--- src/rtl/sync_fifo_resp_if.sv ---
// Handshake bundle between the FIFO test driver (master) and the responder FIFO (slave).
interface sync_fifo_resp_if #(
  parameter int DW = 24,
  parameter int AW = 4
);
  logic          winc;
  logic [DW-1:0] wdata;
  logic [1:0]    wfull;
  logic          rinc;
  logic [DW-1:0] rdata;
  logic [1:0]    rempty;
  logic [AW:0]   count;
  logic          ovf;
  logic          udf;

  modport master (
    output winc, wdata, rinc,
    input  wfull, rdata, rempty, count, ovf, udf
  );

  modport slave (
    input  winc, wdata, rinc,
    output wfull, rdata, rempty, count, ovf, udf
  );
endinterface

--- src/rtl/sync_fifo_resp.sv ---
// Single-clock first-word-fall-through FIFO with 2-bit full/empty status
// ({almost, exact}) and sticky overflow/underflow flags.
module sync_fifo_resp #(
  parameter int DW     = 24,
  parameter int DEPTH  = 16,
  parameter int AW     = 4,
  parameter int AF_GAP = 2,
  parameter int AE_GAP = 2
) (
  input logic              CLK,
  input logic              RST,
  sync_fifo_resp_if.slave  bus
);
  localparam logic [AW:0] FULL_LVL = (AW+1)'(DEPTH);
  localparam logic [AW:0] AF_LVL   = (AW+1)'(DEPTH - AF_GAP);
  localparam logic [AW:0] AE_LVL   = (AW+1)'(AE_GAP);

  logic [DW-1:0] mem [DEPTH];
  logic [AW-1:0] wptr, rptr;
  logic [AW:0]   count;
  logic          ovf, udf;
  logic          wr_ok, rd_ok;

  assign wr_ok = bus.winc && (count != FULL_LVL);
  assign rd_ok = bus.rinc && (count != '0);

  // NOTE: storage is deliberately left out of reset; the pointers define validity,
  // and a reset-free array maps onto plain register/RAM cells.
  always_ff @(posedge CLK) begin
    if (!RST && wr_ok) mem[wptr] <= bus.wdata;
  end

  // NOTE: sequential state uses non-blocking assignments so every update sees pre-edge values.
  always_ff @(posedge CLK) begin
    if (RST) begin
      wptr  <= '0;
      rptr  <= '0;
      count <= '0;
      ovf   <= 1'b0;
      udf   <= 1'b0;
    end else begin
      if (wr_ok) wptr <= wptr + 1'b1;
      if (rd_ok) rptr <= rptr + 1'b1;
      unique case ({wr_ok, rd_ok})
        2'b10:   count <= count + 1'b1;
        2'b01:   count <= count - 1'b1;
        default: ;
      endcase
      if (bus.winc && !wr_ok) ovf <= 1'b1;
      if (bus.rinc && !rd_ok) udf <= 1'b1;
    end
  end

  // Status is decoded straight from the registered count: no extra latency.
  always_comb begin
    bus.wfull  = 2'b00;
    bus.rempty = 2'b00;
    if (count == FULL_LVL)  bus.wfull = 2'b01;
    else if (count >= AF_LVL) bus.wfull = 2'b10;
    if (count == '0)        bus.rempty = 2'b01;
    else if (count <= AE_LVL) bus.rempty = 2'b10;
  end

  assign bus.rdata = mem[rptr];
  assign bus.count = count;
  assign bus.ovf   = ovf;
  assign bus.udf   = udf;
endmodule
--- src/flat_wrapper.sv ---
// flat-port wrapper written by rule: the top's interface ports become plain ports
module sync_fifo_resp_flat 
#(
  parameter int DW     = 24,
  parameter int DEPTH  = 16,
  parameter int AW     = 4,
  parameter int AF_GAP = 2,
  parameter int AE_GAP = 2
)
  (CLK, RST, bus_winc, bus_wdata, bus_rinc, bus_wfull, bus_rdata, bus_rempty, bus_count, bus_ovf, bus_udf);
  sync_fifo_resp_if #(.DW(DW), .AW(AW)) bus_i ();
  input logic CLK;
  input logic RST;
  input wire logic [$bits(bus_i.winc)-1:0] bus_winc;
  input wire logic [$bits(bus_i.wdata)-1:0] bus_wdata;
  input wire logic [$bits(bus_i.rinc)-1:0] bus_rinc;
  output wire logic [$bits(bus_i.wfull)-1:0] bus_wfull;
  output wire logic [$bits(bus_i.rdata)-1:0] bus_rdata;
  output wire logic [$bits(bus_i.rempty)-1:0] bus_rempty;
  output wire logic [$bits(bus_i.count)-1:0] bus_count;
  output wire logic [$bits(bus_i.ovf)-1:0] bus_ovf;
  output wire logic [$bits(bus_i.udf)-1:0] bus_udf;
  assign bus_i.winc = bus_winc;
  assign bus_i.wdata = bus_wdata;
  assign bus_i.rinc = bus_rinc;
  assign bus_wfull = bus_i.wfull;
  assign bus_rdata = bus_i.rdata;
  assign bus_rempty = bus_i.rempty;
  assign bus_count = bus_i.count;
  assign bus_ovf = bus_i.ovf;
  assign bus_udf = bus_i.udf;
  sync_fifo_resp #(.DW(DW), .DEPTH(DEPTH), .AW(AW), .AF_GAP(AF_GAP), .AE_GAP(AE_GAP)) u_core (.CLK(CLK), .RST(RST), .bus(bus_i));
endmodule
--- config.mk ---
export PLATFORM = sky130hd
export DESIGN_NAME = sync_fifo_resp_flat
export DESIGN_NICKNAME = d
export VERILOG_FILES = /design/src/rtl/sync_fifo_resp_if.sv /design/src/rtl/sync_fifo_resp.sv /design/src/flat_wrapper.sv
export SDC_FILE = /design/constraint.sdc
export NUM_CORES = 1
export LEC_CHECK = 0
export BUFFER_PORTS_ARGS = -buffer_cell sky130_fd_sc_hd__buf_2
export CORE_MARGIN = 4
export CORE_UTILIZATION = 50
export DETAILED_ROUTE_END_ITERATION = 6
export PLACE_DENSITY = 0.67
export SKIP_CTS_REPAIR_TIMING = 1
export SLEW_MARGIN = 20
export SYNTH_ARGS = -nofsm -noshare
export SYNTH_HDL_FRONTEND = slang
export SYNTH_SLANG_ARGS = --single-unit
export TNS_END_PERCENT = 100
--- constraint.sdc ---
create_clock -name CLK -period 7.25 [get_ports CLK]
set_input_delay 0 -clock CLK [delete_from_list [all_inputs] [get_ports CLK]]
set_output_delay 0 -clock CLK [all_outputs]
set_load 0.005 [all_outputs]
; Word-level counts from Yosys, hierarchy flattened
; Memories as Yosys holds them, arrays and structs flattened. A register that Yosys moved wholly into a read port is not among the register bits.
; Index checks and enable logic that the tools add are counted.
[word_totals]
regBits = 15
ramBits = 384
inputBits = 28
output_inout_bits = 35
wordCells = 36
memories = 1
[op_classes]
addsub = 4
magnitude_cmp = 2
eq_ne = 4
mux = 9
reduce_logical = 11
[mem_list]
columns = memory, words, word_bits, read_ports, rd_ports_with_merged_regs, wr, line
row1 = u_core.mem, 16, 24, 1, 1, 1, sync_fifo_resp.sv:18  ; logic [DW-1:0] mem [DEPTH];
[op_table]
columns = op, count
row1 = case mux 5 bit (2 select lines), 1
row2 = adder 4 x 1 -> 4 bit (second input constant), 2
row3 = 2-to-1 mux 2 bit, 4
row4 = 2-to-1 mux 4 bit, 2
row5 = adder 5 x 1 -> 5 bit (second input constant), 1
row6 = == test 5 bit (second input constant), 1
row7 = >= comparator 5 x 4 -> 1 bit (second input constant), 1
row8 = less-or-equal comparator 5 x 2 -> 1 bit (second input constant), 1
row9 = logical AND 1 bit, 5
row10 = zero test 5 bit, 1
row11 = != test 5 bit (second input constant), 1
row12 = nonzero test 5 bit, 1
row13 = subtractor 5 x 1 -> 5 bit (second input constant), 1
row14 = zero test 1 bit, 3
row15 = == test 2 x 1 -> 1 bit (second input constant), 1
row16 = == test 2 bit (second input constant), 1
row17 = 2-to-1 mux 1 bit, 2
row18 = nonzero test 2 bit, 1

; Depth between registers and ports, before layout
; Gate-level depths: netlist of run 1.
[logic_depth]
depth_word = 5
ltp_mapped = 12
ltp_nobuf = 11

; Worst setup path after synthesis of run 1
; No wires, ideal clock.
[synth_path]
kind = reg2reg
startpoint = register u_core.count[0], in the netlist u_core.bus.count[0]
endpoint = memory u_core.mem[3][0], enable pin
setup_time_ps = 435
arrival_ps = 3004
required_time_ps = 6815
setup_slack_ps = 3811
path_stages_with_launch = 8
n_path_buf = 1
period_less_slack_ps = 3439
cell_sequence = dfxtp_1 buf_2 nor4_4 a21boi_1 inv_1 nor2_1 nand2_1 nor3_1
[synth_between]
elab_chain_cells = 5
[synth_rtl]
columns = item, line
row1 = start: declaration, sync_fifo_resp.sv:20  ; logic [AW:0] count;
row2 = start signal: assignment, sync_fifo_resp.sv:45  ; 2'b10: count <= count + 1'b1;
row3 = start signal: assignment, sync_fifo_resp.sv:46  ; 2'b01: count <= count - 1'b1;
row4 = != test 5 bit, sync_fifo_resp.sv:24  ; assign wr_ok = bus.winc && (count != FULL_LVL);
row5 = logical AND 1 bit, sync_fifo_resp.sv:24
row6 = logical AND 1 bit, sync_fifo_resp.sv:30  ; if (!RST && wr_ok) mem[wptr] <= bus.wdata;
row7 = 2-to-1 mux 1 bit, sync_fifo_resp.sv:30
row8 = 2-to-1 mux 1 bit (not written as such), sync_fifo_resp.sv:30
row9 = end: declaration, sync_fifo_resp.sv:18
; Every way passes these cells.

==> flow_summary_export.csv, run 1 <==
group,metric,value,unit
layout,syn2layout_area_growth,14.7,%
yosys,synth-async-reset-ratio,0,
setup_path,cp-end-kind,"output port",
routing,detailedRoute.firstPassIterationCount,5,
clock_network,cts_root_buf,"clkbuf_16",
timing,min_period,3.37,ns
layout,final_common_cell,"edfxtp_1",
routing,drt.antenna.violating_nets,0,
floorplanning,design.portCount,63,
floorplanning,die_area,0.0339,mm^2
global_route,grt_overflow,0,
setup_path,start_kind,"register",
placed_design,globalplace.congestion,0.741,
global_route,wire_length_of_the_first_global_routing_pass,48.0,mm
setup_path,critical_path_required,7.25,ns
timing,timing.max_slew.rel_slack,0.410,
floorplanning,core,0.0306,mm^2
layout,proportion_of_layout_cells_with_a_drive_suffix_above_1,0.340,
clock_network,cts_buffer_depth,3,
routing,routed_wire_length,31.7,mm
yosys,ys.warnings.count,0,
clock_network,h-tree-depth,2,
yosys,synth_seq_cells,403,
timing,final-setup-viol-count,0,
floorplanning,die_height,184,um
setup_path,worstPathMaxFanout,39,
clock_network,cts.sinks,403,
yosys,netlist_area,0.0155,mm^2
layout,final_design_area_no_fill,0.0178,mm^2
clock_network,clk_pin_slew_worst_paths,0.06,ns
hold_path,hold_class,"input pin to register",
setup_path,worst-endpoint-arrival,3.37,ns
clock_network,cts_made_buffers,41,
clock_network,skew_pair_late_insertion_delay,0.52,ns
floorplanning,rows,64,
placed_design,io_buffer_count,62,
routing,wire_per_inst,26.2,um
yosys,dominantRegCellSynth,"edfxtp_1",
pwr,powerDensity,309,mW/mm^2
pwr,vdd_drop_max,0.160,mV
global_route,pin_count_of_the_biggest_net_entering_global_routing,50,
layout,layout.cells.most_common_list,"384 x edfxtp_1, 120 x mux4_2, 62 x buf_2, 41 x clkbuf_16, 29 x dlygate4sd3_1",
timing,final_hold_viol_count,0,
pwr,post-layout-total-power,5.50,mW
floorplanning,initial_core_util,0.507,
floorplanning,floorplan.die.width,184,um
timing,hold_ws,0.408,ns
yosys,yosys.area.top_type,"edfxtp_1",
yosys,syn-instance-count,668,
yosys,post_synth_num_cell_types,39,
timing,maxClockFrequency,296,MHz
timing,finClkSkew,0.0156,ns
timing,finalMaxSlewViolations,0,
routing,dr.first_iter.drc_count,774,
routing,drc_errors,0,
yosys,seq_area_frac_synth,0.769,
timing,timing_worst_slew_pin_value,0.884,ns
placed_design,dp_hpwl,18.3,mm
placed_design,place_area,0.0163,mm^2
flow_run,drv_cap,0,
yosys,synth-edff-count,384,
yosys,ys_top_cells_by_area,"edfxtp_1 74%, mux4_2 17%, dfxtp_1 2.5%",
timing,rsz0062_at_grt,"false",
layout,final.fill_count,2201,
global_route,initial_antenna_violation_count,0,
outcome,outcome,"completed",
routing,vias_per_cell,5.95,
timing,tns,0,ns
yosys,synth.avg_cell_area,23.2,um^2
yosys,synth_top_cell_area_share,0.744,
layout,layout_nets,820,
routing,total_vias_in_the_final_route,7198,
global_route,vias_in_the_first_global_route,7495,
pwr,power.static_leakage,5.59,nW
layout,antenna_cells_inserted,0,
global_route,combined_global_route_utilization_of_all_metal_layers,0.190,
clock_network,tritoncts_clock_tree,"done",
yosys,mappedNetlistNets,703,
timing,final_period_util,0.465,
setup_path,critical_path_class,"register to output port",
through the flow:
stage               cells  worst slack, ns   util
global route         1210             3.60  0.581
finish               1210             3.88  0.581
CTS                  1181             3.75  0.572
global placement     1109             4.29  0.533
detailed placement   1109             4.11  0.533
floorplan             668             3.81      -
report_power, final:
group | switching [mW] | internal [mW]
clock network | 0.824 | 1.07
registers | 0.108 | 2.61
logic | 0.420 | 0.458
area by class of cell:
type                            count  area [um^2]  area share
Clock inverter                     23          139     0.00781
Inverter                            6         22.5     0.00127
Multi-Input combinational cell    222         3390       0.191
Sequential cell                   403        11900       0.671
Clock buffer                       49         1060      0.0594
Tap cell                          396          495      0.0279
Timing Repair Buffer              111          751      0.0422
sequential cells by signal, indices dropped and copies added, names as in the netlist, named ones only:
signal and flops:
u_core.rptr 4, u_core.wptr 4, u_core.bus.count 5, u_core.bus.ovf 1, u_core.bus.udf 1, u_core.mem 384
synth_stat cells, types with 2 or more instances:
cell and n:
clkbuf_1 14, inv_1 6, a21boi_1 2, nor3b_1 2, nand4_1 3, buf_2 14, a21oi_1 8, mux2i_1 2
nor4_1 2, or4_1 2, xnor2_1 3, buf_6 2, ha_1 7, nor3_1 6, edfxtp_1 384, nand2b_1 2
nand2_1 10, buf_4 2, buf_8 4, dfxtp_1 19, mux4_2 120, xor2_1 7, nor2_1 31
per-layer routing:
metal,GRT usage,routed length (um),share of wire
met1,0.267,13000,0.41
met2,0.322,16500,0.52
met3,0.0301,1690,0.053
met4,0.0402,495,0.016
met5,0,0,0
worst paths after layout:
kind	start	to	slack (ns)	cells after the start
hold / removal	RST	u_core.wptr[0]	0.41	3
setup reg to reg	u_core.bus.count[1]	u_core.mem[11][5]	4.11	7
setup / recovery	register	bus_rdata[8]	3.88	4
hold reg to reg	u_core.rptr[3]	u_core.rptr[3]	0.52	2
worst max-delay path: stages, from the launching register on:
cell and delay [ns]:
dfxtp_4 0.70, buf_4 0.78, mux4_2 0.66, mux4_2 0.53, buf_2 0.15
cells by family (layout without fill, tap and decap cells):
group	Yosys count	count (layout)	synth area share
and+or+nand+nor	65	65	0.0205
DFF	403	403	0.769
xor gates and xnor gates	10	10	0.00565
adders and majority gates	7	7	0.00565
AOI/OAI and AO/OA	17	17	0.00710
muxes	123	123	0.177
buffers and inverters	43	189	0.0159
No activity file was read; power rests on OpenSTA's default activity.
==> inputs of run 2 (changes only) <==
clock period = 3.4 ns   (was 7.25 ns; I/O delays follow)
==> run 2 against run 1 <==
Clock power up 120%. Critical path type is now register to register. Total power is 120% higher. First-iteration DRC count shrank 16%. Utilization increased by 0.89 points. Final cell count grew 1.7%. Die area is the same. Clock skew about the same. Via count grew 0.61%. Cell area up 1.5%. Non-clock buffer count increased by 21.
==> flow_summary_export.csv, run 2 (same netlist as run 1, synthesis figures left out) <==
group,metric,value,unit
layout,util_after_layout,0.590,
setup_path,worst-endpoint-arrival,3.26,ns
setup_path,crit-reg2reg-capture,"u_core.bus.count[4]",
routing,total_vias_in_the_final_route,7242,
setup_path,worstPathMaxFanout,11,
setup_path,dominant_delay_contributor_by_cell_family_on_the_critical_path,"compound AO/OA/AOI/OAI gates",
setup_path,timing.reg2reg.setup_slack,0.52,ns
clock_network,cts.sinks,403,
global_route,grt_overflow,0,
timing,timing.max_slew.rel_slack,0.588,
floorplanning,design.portCount,63,
setup_path,timing.reg2reg.worst_path_depth,9,
pwr,power.static_leakage,5.73,nW
setup_path,cp-end-kind,"register",
layout,syn2layout_area_growth,16.5,%
hold_path,hold_start,"bus_wdata[18]",
global_route,pin_count_of_the_biggest_net_entering_global_routing,43,
setup_path,crit_path_frequent_cell,"ha_1",
layout,layout_top_registers,"u_core.mem x384, u_core.bus.count x5",
clock_network,cts_made_buffers,40,
hold_path,hold_class,"input pin to register",
pwr,vdd_drop_max,0.434,mV
routing,dr.first_iter.drc_count,651,
placed_design,dp_hpwl,18.8,mm
floorplanning,die_area,0.0339,mm^2
pwr,powerDensity,656,mW/mm^2
clock_network,clk_pin_slew_worst_paths,0.06,ns
global_route,vias_in_the_first_global_route,7700,
timing,timing_worst_slew_pin_value,0.617,ns
setup_path,critPathBufInv,1,
placed_design,io_buffer_count,62,
layout,largest_register_ffs,384,
setup_path,critical_path_cell_with_the_highest_stage_delay,"dfxtp_1",
routing,routed_wire_length,31.3,mm
timing,finalMaxSlewViolations,0,
flow_run,drv_cap,0,
hold_path,min_delay_path_depth,2,
placed_design,place.detailed.instances,1130,
layout,final_common_cell,"edfxtp_1",
floorplanning,core,0.0306,mm^2
setup_path,launch_point_of_the_worst_reg_to_reg_path,"u_core.bus.count[1]",
setup_path,critical_path_required,3.79,ns
layout,final_cell_count_no_fill,1230,
timing,rsz0062_at_grt,"false",
clock_network,h-tree-depth,2,
outcome,outcome,"completed",
layout,max_flop_register,"u_core.mem",
floorplanning,rows,64,
global_route,initial_antenna_violation_count,1,
clock_network,tritoncts_clock_tree,"done",
routing,drt.antenna.violating_nets,0,
global_route,wire_length_of_the_first_global_routing_pass,47.9,mm
placed_design,globalplace.congestion,0.830,
timing,post-route-worst-setup-slack,0.523,ns
routing,wire_per_inst,25.4,um
timing,final-setup-viol-count,0,
timing,final_period_util,0.846,
layout,layout.cells.most_common_list,"384 x edfxtp_1, 120 x mux4_2, 62 x buf_2, 40 x clkbuf_16, 37 x buf_4",
setup_path,crit_chain,"nor4_4 -> a21boi_1 -> inv_1 -> ha_1 -> xor2_1 -> ha_1 -> a2111oi_1 -> o31ai_1 -> nor3b_1",
timing,min_period,2.88,ns
setup_path,critical_path.startpoint,"u_core.bus.count[1]",
routing,drc_errors,0,
timing,final_hold_viol_count,0,
routing,vias_per_cell,5.89,
layout,layout_nets,840,
pwr,post-layout-total-power,11.8,mW
clock_network,skew_pair_late_insertion_delay,0.52,ns
timing,finClkSkew,0.0157,ns
hold_path,holdPathEnd,"u_core.mem[12][18]",
placed_design,placement.setup.worst_slack,0.571,ns
floorplanning,die_height,184,um
clock_network,cts_buffer_depth,3,
global_route,combined_global_route_utilization_of_all_metal_layers,0.189,
timing,maxClockFrequency,348,MHz
clock_network,cts_root_buf,"clkbuf_16",
floorplanning,initial_core_util,0.507,
setup_path,start_kind,"register",
setup_path,critical_path_class,"register to register",
layout,proportion_of_layout_cells_with_a_drive_suffix_above_1,0.355,
routing,detailedRoute.firstPassIterationCount,5,
floorplanning,floorplan.die.width,184,um
timing,tns,0,ns
setup_path,timing.critical_path.slowest_cell_delay,0.61,ns
layout,final.fill_count,2226,
-- run 2: through the flow --
step | area [um^2] | hold WS [ns]
2_1_floorplan | 15500 | 0.0989
3_3_place_gp | 16500 | 0.283
3_5_place_dp | 16500 | 0.289
4_1_cts | 17800 | -0.236
5_1_grt | 18000 | 0.410
6_report | 18000 | 0.393
-- run 2: how the worst max path moves through the flow --
stage	end	slack (ns)	cells past startpoint
after floorplan	u_core.mem[0][0]	-0.04	7
after global placement	u_core.bus.count[4]	0.78	9
after detailed placement	u_core.bus.count[4]	0.57	9
after CTS	bus_rdata[19]	0.53	4
after global routing	u_core.bus.count[4]	0.37	9
final	u_core.bus.count[4]	0.52	9
-- run 2: area by class of cell --
| cell class | instances | area [um^2] | area share |
|---|---|---|---|
| sequential | 403 | 11900 | 0.660 |
| antenna | 1 | 2.50 | 0.000139 |
| inverter | 6 | 22.5 | 0.00125 |
| timing repair buffer | 132 | 958 | 0.0531 |
| clock buffer | 50 | 1040 | 0.0575 |
| multi-input combinational | 222 | 3400 | 0.189 |
| tap | 396 | 495 | 0.0275 |
| clock inverter | 20 | 208 | 0.0115 |
-- run 2: per-layer routing --
layer  up-vias  global-route usage  wire [um]
li1       3102                   -          -
met1      3882               0.260      12800
met2       207               0.316      16100
met3        51              0.0378       1680
met4         0              0.0485        720
met5         -                   0          0
-- run 2: power breakdown --
group          switching [mW]  internal (mW)  leakage (nW)
sequential              0.206           5.57          3.62
clock                    1.71           2.47         0.607
combinational           0.872           1.02          1.50
==> inputs of run 3 (changes only) <==
clock period = 2.7 ns   (was 3.4 ns; I/O delays follow)
==> run 3 against run 2 <==
Utilization is 0.26 points higher. Clock power is 24% higher. Highest routed layer unchanged. Largest cell class unchanged. Sequential cell count stayed put. Routed wire length is 1.0% higher. Largest power group unchanged.
==> flow_summary_export.csv, run 3 (same netlist as run 1, synthesis figures left out) <==
group,metric,value,unit
timing,finClkSkew,0.0173,ns
layout,final_cell_count_no_fill,1240,
layout,layout_nets,846,
clock_network,skew_pair_late_insertion_delay,0.53,ns
clock_network,cts.sinks,403,
routing,vias_per_cell,5.87,
placed_design,dp_hpwl,19.1,mm
routing,wire_per_inst,25.5,um
clock_network,cts_buffer_depth,3,
placed_design,io_buffer_count,62,
global_route,pin_count_of_the_biggest_net_entering_global_routing,41,
floorplanning,die_height,184,um
clock_network,clk_pin_slew_worst_paths,0.06,ns
global_route,grt_overflow,0,
pwr,power_report.internal_total,11.3,mW
global_route,initial_antenna_violation_count,0,
setup_path,critical_path_cell_with_the_highest_stage_delay,"mux4_2",
placed_design,place.detailed.instances,1134,
clock_network,h-tree-depth,2,
layout,syn2layout_area_growth,17.0,%
floorplanning,design.portCount,63,
routing,detailedRoute.firstPassIterationCount,5,
setup_path,critPathBufInv,2,
setup_path,critical_path_required,2.70,ns
routing,total_vias_in_the_final_route,7282,
pwr,clock_group_share_of_total_power,0.348,
timing,final-setup-viol-count,0,
layout,largest_register_ffs,384,
pwr,sequentialPowerShare,0.480,
timing,min_period,2.59,ns
floorplanning,rows,64,
clock_network,cts_root_buf,"clkbuf_16",
setup_path,worst-endpoint-arrival,2.59,ns
setup_path,dominant_delay_contributor_by_cell_family_on_the_critical_path,"multiplexers",
setup_path,cp-end-kind,"output port",
floorplanning,initial_core_util,0.507,
outcome,outcome,"completed",
routing,drc_errors,0,
timing,post-route-worst-setup-slack,0.110,ns
layout,max_flop_register,"u_core.mem",
timing,finalMaxSlewViolations,0,
floorplanning,die_area,0.0339,mm^2
timing,tns,0,ns
timing,timing.max_slew.rel_slack,0.619,
pwr,switching_power,3.58,mW
pwr,vdd_drop_max,0.461,mV
layout,final.fill_count,2182,
timing,rsz0062_at_grt,"false",
layout,layout_top_registers,"u_core.mem x384, u_core.bus.count x5",
routing,routed_wire_length,31.6,mm
layout,layout.cells.most_common_list,"384 x edfxtp_1, 120 x mux4_2, 62 x buf_2, 42 x clkbuf_16, 38 x buf_4",
flow_run,drv_cap,0,
layout,proportion_of_layout_cells_with_a_drive_suffix_above_1,0.360,
routing,dr.first_iter.drc_count,600,
floorplanning,core,0.0306,mm^2
setup_path,critical_path_class,"register to output port",
hold_path,hold_class,"input pin to register",
clock_network,cts_made_buffers,42,
setup_path,worstPathMaxFanout,27,
layout,antenna_cells_inserted,0,
timing,final_period_util,0.959,
floorplanning,floorplan.die.width,184,um
clock_network,tritoncts_clock_tree,"done",
routing,drt.antenna.violating_nets,0,
global_route,combined_global_route_utilization_of_all_metal_layers,0.190,
timing,hold_ws,0.367,ns
timing,timing_worst_slew_pin_value,0.571,ns
setup_path,crit_chain,"buf_12 -> mux4_2 -> mux4_2 -> buf_2",
global_route,vias_in_the_first_global_route,7704,
pwr,power.static_leakage,5.75,nW
global_route,wire_length_of_the_first_global_routing_pass,48.0,mm
placed_design,placement.setup.worst_slack,0.132,ns
layout,final_common_cell,"edfxtp_1",
placed_design,globalplace.congestion,0.835,
pwr,switching_share,0.240,
timing,maxClockFrequency,386,MHz
setup_path,start_kind,"register",
timing,final_hold_viol_count,0,
setup_path,crit_path_frequent_cell,"mux4_2",
pwr,powerDensity,822,mW/mm^2
setup_path,timing.critical_path.slowest_cell_delay,0.58,ns
pwr,combPwrFrac,0.172,
-- run 3: cell types whose count changed in the layout (fill, tap and decap cells not counted), moves of 2 or more --
cell,change
nor3_2,-2
clkbuf_16,+2
buf_12,+3
clkinv_2,+3
nor3_4,+2
bufinv_16,-3
clkinv_1,+3
-- run 3: area by class of cell --
cell class	instances	area, um^2	area share
clock buffers	53	1090	0.0603
clock inverters	24	151	0.00835
inverters	6	22.5	0.00124
multi-input cells	222	3420	0.189
flip-flops and latches	403	11900	0.658
well taps	396	495	0.0273
repair buffers	136	1030	0.0566
-- run 3: final timing paths --
kind,cells after the start,slack [ns],end,start
max reg2reg,9,0.24,u_core.bus.count[4],u_core.bus.count[0]
min reg2reg,2,0.53,u_core.wptr[1],u_core.wptr[1]
min,2,0.37,u_core.mem[11][18],bus_wdata[18]
max,4,0.11,bus_rdata[22],register
-- run 3: power groups by stage --
| stage | Sequential, mW | Clock, mW | Combinational (mW) |
|---|---|---|---|
| CTS | 7.16 | 5.29 | 2.55 |
| global route | 7.17 | 5.59 | 2.79 |
| global placement | 7.27 | 0 | 2.49 |
| floorplan | 7.21 | 0 | 1.81 |
| finish | 7.16 | 5.19 | 2.56 |
| detailed placement | 7.29 | 0 | 2.54 |
-- run 3: layer usage --
layer	up-vias	wire [um]	share of wire	GRT usage
met4	0	531	0.017	0.0417
met5	-	0	0	0
met2	222	15700	0.50	0.309
li1	3108	-	-	-
met1	3908	13700	0.43	0.278
met3	44	1590	0.050	0.0305
-- run 3: metrics by stage --
| stage | utilization | total power, mW | instance area (um^2) |
|---|---|---|---|
| floorplan | - | 9.03 | 15500 |
| global placement | 0.542 | 9.76 | 16600 |
| detailed placement | 0.542 | 9.83 | 16600 |
| CTS | 0.583 | 15.0 | 17800 |
| global route | 0.593 | 15.6 | 18100 |
| finish | 0.593 | 14.9 | 18100 |
